$ cat src/rtl/muldiv_if.sv
// Handshake bundle between the execute stage and the HI/LO mul/div unit.
interface muldiv_if #(
  parameter int WIDTH = 32
);
  logic             start;
  logic [1:0]       op;
  logic [WIDTH-1:0] a;
  logic [WIDTH-1:0] b;
  logic             mthi;
  logic             mtlo;
  logic             busy;
  logic             done;
  logic [WIDTH-1:0] hi;
  logic [WIDTH-1:0] lo;

  modport master (
    output start, op, a, b, mthi, mtlo,
    input  busy, done, hi, lo
  );

  modport slave (
    input  start, op, a, b, mthi, mtlo,
    output busy, done, hi, lo
  );
endinterface

$ cat src/rtl/muldiv_sequencer.sv
// Iterative MULT/MULTU/DIV/DIVU engine owning the HI/LO registers.
// Shift-add multiply, restoring divide, one step per cycle.
module muldiv_sequencer #(
  parameter int WIDTH = 32
) (
  input  logic     clk,
  input  logic     reset,
  muldiv_if.slave  bus
);
  localparam int CW = $clog2(WIDTH + 1);

  typedef enum logic [1:0] {
    S_IDLE,
    S_RUN,
    S_FIX
  } state_e;

  state_e             state_q, state_d;
  logic [CW-1:0]      cnt_q, cnt_d;
  logic               is_div_q, is_div_d;
  logic               neg_res_q, neg_res_d;
  logic               neg_rem_q, neg_rem_d;
  logic               bzero_q, bzero_d;
  logic [WIDTH-1:0]   opnd_q, opnd_d;
  logic [WIDTH-1:0]   araw_q, araw_d;
  logic [WIDTH-1:0]   hi_q, hi_d;
  logic [WIDTH-1:0]   lo_q, lo_d;
  logic [2*WIDTH-1:0] acc_q, acc_d;
  logic               done_q, done_d;

  logic               sgn_op;
  logic               a_neg;
  logic               b_neg;
  logic [WIDTH-1:0]   a_mag;
  logic [WIDTH-1:0]   b_mag;

  always_comb begin
    sgn_op = ~bus.op[0];
    a_neg  = sgn_op & bus.a[WIDTH-1];
    b_neg  = sgn_op & bus.b[WIDTH-1];
    a_mag  = a_neg ? -bus.a : bus.a;
    b_mag  = b_neg ? -bus.b : bus.b;
  end

  logic [WIDTH:0]     mul_sum;
  logic [WIDTH:0]     div_sh;
  logic               div_ge;
  logic [WIDTH-1:0]   div_diff;
  logic [WIDTH-1:0]   div_rem;
  logic [WIDTH-1:0]   div_quo;

  // acc holds {upper, multiplier} for mul and {remainder, quotient} for div
  always_comb begin
    mul_sum  = {1'b0, acc_q[2*WIDTH-1:WIDTH]}
             + (acc_q[0] ? {1'b0, opnd_q} : '0);
    div_sh   = {acc_q[2*WIDTH-1:WIDTH], acc_q[WIDTH-1]};
    div_ge   = div_sh >= {1'b0, opnd_q};
    div_diff = div_sh[WIDTH-1:0] - opnd_q;
    div_rem  = div_ge ? div_diff : div_sh[WIDTH-1:0];
    div_quo  = {acc_q[WIDTH-2:0], div_ge};
  end

  logic [2*WIDTH-1:0] prod_fix;
  logic [WIDTH-1:0]   quo_fix;
  logic [WIDTH-1:0]   rem_fix;

  always_comb begin
    prod_fix = neg_res_q ? -acc_q : acc_q;
    quo_fix  = neg_res_q ? -acc_q[WIDTH-1:0]
                         : acc_q[WIDTH-1:0];
    rem_fix  = neg_rem_q ? -acc_q[2*WIDTH-1:WIDTH]
                         : acc_q[2*WIDTH-1:WIDTH];
  end

  always_comb begin
    state_d   = state_q;
    cnt_d     = cnt_q;
    is_div_d  = is_div_q;
    neg_res_d = neg_res_q;
    neg_rem_d = neg_rem_q;
    bzero_d   = bzero_q;
    opnd_d    = opnd_q;
    araw_d    = araw_q;
    hi_d      = hi_q;
    lo_d      = lo_q;
    acc_d     = acc_q;
    done_d    = 1'b0;
    unique case (state_q)
      S_IDLE: begin
        if (bus.start) begin
          state_d   = S_RUN;
          cnt_d     = '0;
          is_div_d  = bus.op[1];
          neg_res_d = a_neg ^ b_neg;
          neg_rem_d = a_neg;
          bzero_d   = (bus.b == '0);
          araw_d    = bus.a;
          if (bus.op[1]) begin
            opnd_d = b_mag;
            acc_d  = {{WIDTH{1'b0}}, a_mag};
          end else begin
            opnd_d = a_mag;
            acc_d  = {{WIDTH{1'b0}}, b_mag};
          end
        end else begin
          if (bus.mthi) hi_d = bus.a;
          if (bus.mtlo) lo_d = bus.a;
        end
      end
      S_RUN: begin
        cnt_d = cnt_q + CW'(1);
        acc_d = is_div_q ? {div_rem, div_quo}
                         : {mul_sum, acc_q[WIDTH-1:1]};
        if (cnt_q == CW'(WIDTH - 1)) state_d = S_FIX;
      end
      S_FIX: begin
        state_d = S_IDLE;
        done_d  = 1'b1;
        if (!is_div_q) begin
          {hi_d, lo_d} = prod_fix;
        end else if (bzero_q) begin
          hi_d = araw_q;
          lo_d = '1;
        end else begin
          hi_d = rem_fix;
          lo_d = quo_fix;
        end
      end
      default: state_d = S_IDLE;
    endcase
  end

  always_ff @(posedge clk) begin
    if (reset) begin
      state_q   <= S_IDLE;
      cnt_q     <= '0;
      is_div_q  <= 1'b0;
      neg_res_q <= 1'b0;
      neg_rem_q <= 1'b0;
      bzero_q   <= 1'b0;
      opnd_q    <= '0;
      araw_q    <= '0;
      hi_q      <= '0;
      lo_q      <= '0;
      acc_q     <= '0;
      done_q    <= 1'b0;
    end else begin
      state_q   <= state_d;
      cnt_q     <= cnt_d;
      is_div_q  <= is_div_d;
      neg_res_q <= neg_res_d;
      neg_rem_q <= neg_rem_d;
      bzero_q   <= bzero_d;
      opnd_q    <= opnd_d;
      araw_q    <= araw_d;
      hi_q      <= hi_d;
      lo_q      <= lo_d;
      acc_q     <= acc_d;
      done_q    <= done_d;
    end
  end

  assign bus.busy = (state_q != S_IDLE);
  assign bus.done = done_q;
  assign bus.hi   = hi_q;
  assign bus.lo   = lo_q;
endmodule

$ cat src/flat_wrapper.sv
// flat-port wrapper written by rule: the top's interface ports become plain ports
module muldiv_sequencer_flat 
#(
  parameter int WIDTH = 32
)
  (clk, reset, bus_start, bus_op, bus_a, bus_b, bus_mthi, bus_mtlo, bus_busy, bus_done, bus_hi, bus_lo);
  muldiv_if #(.WIDTH(WIDTH)) bus_i ();
  input  logic clk;
  input  logic reset;
  input wire logic [$bits(bus_i.start)-1:0] bus_start;
  input wire logic [$bits(bus_i.op)-1:0] bus_op;
  input wire logic [$bits(bus_i.a)-1:0] bus_a;
  input wire logic [$bits(bus_i.b)-1:0] bus_b;
  input wire logic [$bits(bus_i.mthi)-1:0] bus_mthi;
  input wire logic [$bits(bus_i.mtlo)-1:0] bus_mtlo;
  output wire logic [$bits(bus_i.busy)-1:0] bus_busy;
  output wire logic [$bits(bus_i.done)-1:0] bus_done;
  output wire logic [$bits(bus_i.hi)-1:0] bus_hi;
  output wire logic [$bits(bus_i.lo)-1:0] bus_lo;
  assign bus_i.start = bus_start;
  assign bus_i.op = bus_op;
  assign bus_i.a = bus_a;
  assign bus_i.b = bus_b;
  assign bus_i.mthi = bus_mthi;
  assign bus_i.mtlo = bus_mtlo;
  assign bus_busy = bus_i.busy;
  assign bus_done = bus_i.done;
  assign bus_hi = bus_i.hi;
  assign bus_lo = bus_i.lo;
  muldiv_sequencer #(.WIDTH(WIDTH)) u_core (.clk(clk), .reset(reset), .bus(bus_i));
endmodule
$ cat config.mk
export PLATFORM = sky130hd
export DESIGN_NAME = muldiv_sequencer_flat
export DESIGN_NICKNAME = d
export VERILOG_FILES = /design/src/rtl/muldiv_if.sv /design/src/rtl/muldiv_sequencer.sv /design/src/flat_wrapper.sv
export SDC_FILE = /design/constraint.sdc
export NUM_CORES = 1
export LEC_CHECK = 0
export CAP_MARGIN = 0
export CORE_ASPECT_RATIO = 1.25
export CORE_MARGIN = 2
export CORE_UTILIZATION = 58
export DETAILED_ROUTE_END_ITERATION = 8
export HOLD_SLACK_MARGIN = 0.06
export MAX_ROUTING_LAYER = met4
export PLACE_DENSITY_LB_ADDON = 0.15
export SETUP_SLACK_MARGIN = 0.4
export SLEW_MARGIN = 20
export SYNTH_ARGS = -nofsm -noshare
export SYNTH_HDL_FRONTEND = slang
export SYNTH_SLANG_ARGS = --single-unit
$ cat constraint.sdc
create_clock -name clk -period 4.9 [get_ports clk]
set_input_delay 0.98 -clock clk [delete_from_list [all_inputs] [get_ports clk]]
set_output_delay 0.98 -clock clk [all_outputs]
set_load 0.005 [all_outputs]
=== Yosys cells after proc, flatten, opt, wreduce, memory -nomap -nowiden ===
Index checks and enable logic that the tools add are counted.

* Add/sub/neg operators: 8
* Magnitude comparators: 1
* Equal/unequal tests: 8
* Mux-type cells: 28
* Bitwise gates (word level): 4
* Reduce and logical (&&, ||, !) cells: 10

{| class="wikitable"
|+ Operator list
! kind !! count
|-
| $mux W32 || 16
|-
| $mux W64 || 3
|-
| $neg A32 Y32 || 4
|-
| $pmux W32 S2 || 2
|-
| $pmux W64 S2 || 1
|-
| $neg A64 Y64 || 1
|-
| $add A32 B33 Y33 || 1
|-
| $ge A33 B32 Y1 || 1
|-
| $logic_not A32 Y1 || 1
|-
| $sub A32 B32 Y32 || 1
|-
| $pmux W6 S2 || 1
|-
| $ne A2 B2 Y1 const B || 4
|-
| $add A6 B1 Y6 const B || 1
|-
| $eq A6 B5 Y1 const B || 1
|-
| $mux W6 || 1
|-
| $reduce_and A2 Y1 || 3
|-
| $reduce_and A3 Y1 || 2
|-
| $reduce_bool A2 Y1 || 3
|-
| $mux W2 || 2
|-
| $pmux W2 S2 || 1
|-
| $and A1 B1 Y1 || 2
|-
| $eq A2 B1 Y1 const B || 1
|-
| $eq A2 B2 Y1 const B || 1
|-
| $logic_not A2 Y1 || 1
|-
| 4 further kinds || 4
|}

* Register bits after elaboration: 205
* Input port bits: 71
* Output and inout bits: 66
* Logic and storage cells: 71

=== Depth between registers and ports, before layout ===
* Word-level depth: 6
* Depth in mapped cells: 14
* Depth with buffers taken out: 13

=== Worst setup path before layout ===
Ideal clock, no wire load.

* Kind: input port to flip-flop
* Start: input bus_b[4]
* End: register u_core.opnd_q[24]
* Library setup time: 0.127 ns
* Data arrival time: 3.280 ns
* Required time: 4.773 ns
* Slack: 1.493 ns
* Stages: 9
* Buffers on the path: 0
* Cells stage by stage: or4_1 -> or3b_2 -> nor2_1 -> and3b_1 -> nor2_1 -> xnor2_1 -> or2_2 -> a31o_2 -> nor2b_1

* Longest elaborated chain between the ends: 3

{| class="wikitable"
|+ RTL lines
! what !! RTL line !! text
|-
| start, declared || flat_wrapper.sv:13 || <nowiki>input wire logic [$bits(bus_i.b)-1:0] bus_b;</nowiki>
|-
| $neg A32 Y32 || muldiv_sequencer.sv:42 || <nowiki>b_mag = b_neg ? -bus.b : bus.b;</nowiki>
|-
| $mux W32 || muldiv_sequencer.sv:42 ||
|-
| $mux W32 || muldiv_sequencer.sv:98 || <nowiki>if (bus.op[1]) begin</nowiki>
|-
| end signal, assigned || muldiv_sequencer.sv:154 || <nowiki>opnd_q <= opnd_d;</nowiki>
|-
| end, declared || muldiv_sequencer.sv:24 || <nowiki>logic [WIDTH-1:0] opnd_q, opnd_d;</nowiki>
|}

No other way between the ends.
A chain may end at the register's enable or synchronous reset.

=== Worst setup path in the final report ===
* Start: register u_core.acc_q[46]
* End: register u_core.acc_q[0]

* Longest elaborated chain between the ends: 3

{| class="wikitable"
|+ RTL lines
! what !! RTL line !! text
|-
| start, declared || muldiv_sequencer.sv:28 || <nowiki>logic [2*WIDTH-1:0] acc_q, acc_d;</nowiki>
|-
| start signal, assigned || muldiv_sequencer.sv:145 || <nowiki>acc_q <= '0;</nowiki>
|-
| start signal, assigned || muldiv_sequencer.sv:158 || <nowiki>acc_q <= acc_d;</nowiki>
|-
| $ge A33 B32 Y1 || muldiv_sequencer.sv:57 || <nowiki>div_ge = div_sh >= {1'b0, opnd_q};</nowiki>
|-
| $mux W64 || muldiv_sequencer.sv:112 || <nowiki>acc_d = is_div_q ? {div_rem, div_quo}</nowiki>
|-
| $pmux W64 S2 || muldiv_sequencer.sv:88 || <nowiki>unique case (state_q)</nowiki>
|}

No other way between the ends.

==> results.txt <==
Worst-Margin Slew: 1.10 ns
Cells after Synth: 2314
Final #Nets: 2466
Buf+Inv Stages, Crit Path: 2
Initial antenna violation count: 0
Post-synth top area cell: dfxtp_1
Area delta synth->final: 13.4%
CP max FO: 10
Tmin final: 4.29 ns
Final core utilization: 66.9%
Setup TNS: 0 ns
Slew headroom: 26.4%
Largest net degree at the start of global routing: 120
Antenna-violating nets left: 0
Fill cell count: 2542
# hold bufs at CTS: 0
Overall global routing resource usage: 43.7%
Post-synthesis cell area: 16800 sq um
DP Cell Count: 2653
Worst Path Arrival: 4.74 ns
Critical path data required time: 5.35 ns
Core area: 28400 sq um
Number of port buffers: 136
CTS Buffer Depth: 3
# clock sinks: 205
Max Slew Vio Count: 0
Tot Pwr: 5.29 mW
Setup violators final: 0
Die X: 156 um
Setup repair after global routing missed its margin: false
CP most frequent cell: buf_4
Die Y: 194 um
H-tree depth reported by CTS: 1
Placed cell area: 18200 sq um
# Post-CTS Setup Buffers: 0
Clk_lat worst skew: 0.55 ns
Die ar.: 30300 sq um
Routed WL: 65900 um
CP endpoint kind: flop
Storage cell area: 4110 sq um
Outcome: finished, final reports clean
First-pass GRT wire length: 99800 um
Hpwl dp: 49600 um
Vias in the first global route: 17199
Largest stage delay on the critical path: 0.83 ns
WL/cell: 24.4 um
CP startpoint kind: flop
Fin. Hold Viols: 0
Sequential fraction of the synthesis area: 24.5%
Hold WC Path Type: reg2reg
Post-synth EDFFs: 0
GPL Wtd Cong: 1.07
# rows: 69
Ant diodes: 0
Synth area leaders: dfxtp_1, a21oi_1, nand2_1
Top delay family on crit path: compound AO/OA/AOI/OAI gates
PwrDens: 278 nW/um^2
Crit path cell chain: ha_1 > nand4_1 > or3b_2 > a211oi_1 > nor4b_1 > buf_4 > o21ai_0 > buf_4 > o211ai_1 > a21oi_1
DR vias: 18124
Drt pass-1 iters: 6
Final worst path period share: 87.6%
Yosys top cell area share: 24.5%
PostCTS Resize Cnt: 0
Io pins: 137
Fmax achieved: 233 MHz
GRT overflow: 0
Effective utilization at floorplan: 59.0%
Number of buffers created by CTS: 24
Prevailing post-synth register cell: dfxtp_1
VDD IR-drop max: 0.000299 V
Kind of critical path: reg2reg
Drt via density: 6.72
Area of the multi-input gates: 11700 sq um
Post-route insts no fill: 2697
Lkg Pwr: 7.23 nW
Detailed Route Iter0 Violations: 2246
DRC errors left: 0
Max-Cap Viols: 0
Unique masters post-synth: 80
Highest-delay cell along the critical path: o21ai_0
Syn_nets: 2456
Warning count from the yosys run: 0
Fin area: 19000 sq um
Number of synthesized register bits: 205
CTS tree: yes
Clk_skew: 0.0314 ns
Share of cells above drive strength 1: 5.76%
Synthesized area per cell: 7.25 sq um
FFs w/ async S/R, synth: 0%
Clock-pin slew of the registers on the worst-case setup and hold paths: 0.06 ns
CTS root buffer: clkbuf_16
-- state kept, by name, summed over array words and instances, names as in the netlist --
name,count
u_core.neg_res_q,1
u_core.bus.done,1
u_core.cnt_q,6
u_core.opnd_q,32
u_core.bzero_q,1
u_core.araw_q,32
u_core.acc_q,64
u_core.bus.hi,32
u_core.bus.lo,32
u_core.is_div_q,1
u_core.neg_rem_q,1
u_core.state_q,2
-- synth_stat cells, types with 22 or more instances --
cell type and number:
dfxtp_1 205, nor3_1 39, a22oi_1 30, o211ai_1 58
xor2_1 81, a221oi_1 37, mux2i_1 67, a211oi_1 73
o21ai_0 131, a21o_1 37, nor2_1 227, nand2_1 282
xnor2_1 108, nor2b_1 22, nand3_1 34, o31ai_1 31
ha_1 69, inv_1 68, clkbuf_1 173, a21oi_1 255
-- per-layer routing --
layer | up-vias | wire [um] | part of all wire (%) | track usage (%)
met5 | - | 0 | 0 | -
met4 | 0 | 6340 | 9.6 | 32.9
met3 | 294 | 5110 | 7.8 | 6.77
met2 | 973 | 30200 | 46 | 69.6
met1 | 8484 | 24300 | 37 | 49.0
li1 | 8373 | - | - | -
-- power breakdown --
part | leakage (nW) | total, mW | switching [mW] | internal (mW)
clock | 0.398 | 1.86 | 0.779 | 1.08
combinational | 5.15 | 1.51 | 0.938 | 0.573
sequential | 1.68 | 1.91 | 0.144 | 1.77
total | 7.23 | 5.29 | 1.86 | 3.43
-- cells in the final DEF (no fill, tap or decap), drive strengths merged, types with 69 or more instances in the layout --
| cell | n |
|---|---|
| a211oi | 73 |
| a21oi | 256 |
| o21ai | 131 |
| xor2 | 81 |
| nor2 | 228 |
| ha | 69 |
| clkdlybuf4s50 | 134 |
| xnor2 | 108 |
| nand2 | 282 |
| dfxtp | 205 |
-- worst min-delay path: cells and delay by family (launching register included) --
family	cells	cell delay, ns
AND/OR/NAND/NOR	1	0.05
AO/OA/AOI/OAI	1	0.05
flip-flops	1	0.31
-- cells by family (layout without fill, tap and decap cells) --
logic type | count (synthesis) | in the layout | share of synthesized area [%]
AO/OA/AOI/OAI | 774 | 774 | 29.8
XOR/XNOR | 189 | 189 | 9.87
adder cells (fa/ha/maj) | 71 | 71 | 5.39
buffers and inverters | 262 | 290 | 5.96
flip-flops | 205 | 205 | 24.5
multiplexers | 73 | 73 | 4.40
AND/OR/NAND/NOR | 740 | 740 | 20.1
-- per-stage QoR --
stage / hold slack [ns] / setup WS, ns
after floorplan: 0.432 / 1.49
after global placement: 0.439 / 0.822
after detailed placement: 0.448 / 0.765
after CTS: 0.456 / 0.849
after global routing: 0.474 / 0.610
final: 0.453 / 0.610
-- final cells by class --
cell class,instances,share of cell area (%)
Clock buffer,32,3.59
Clock inverter,12,0.632
Inverter,68,1.34
Multi-Input combinational cell,1847,61.6
Sequential cell,205,21.6
Tap cell,355,2.34
Timing Repair Buffer,178,8.87
-- worst paths after layout --
check	startpoint	end	slack, ns	cells after the start
setup / recovery	u_core.acc_q[46]$_SDFFE_PP0P_	u_core.acc_q[0]$_SDFFE_PP0P_	0.61	10
hold / removal	u_core.araw_q[24]$_SDFFE_PP0P_	u_core.araw_q[24]$_SDFFE_PP0P_	0.45	2
setup reg to reg	u_core.acc_q[46]$_SDFFE_PP0P_	u_core.acc_q[0]$_SDFFE_PP0P_	0.61	10
hold reg to reg	u_core.araw_q[24]$_SDFFE_PP0P_	u_core.araw_q[24]$_SDFFE_PP0P_	0.45	2
Power figures use the tool's default switching activity.
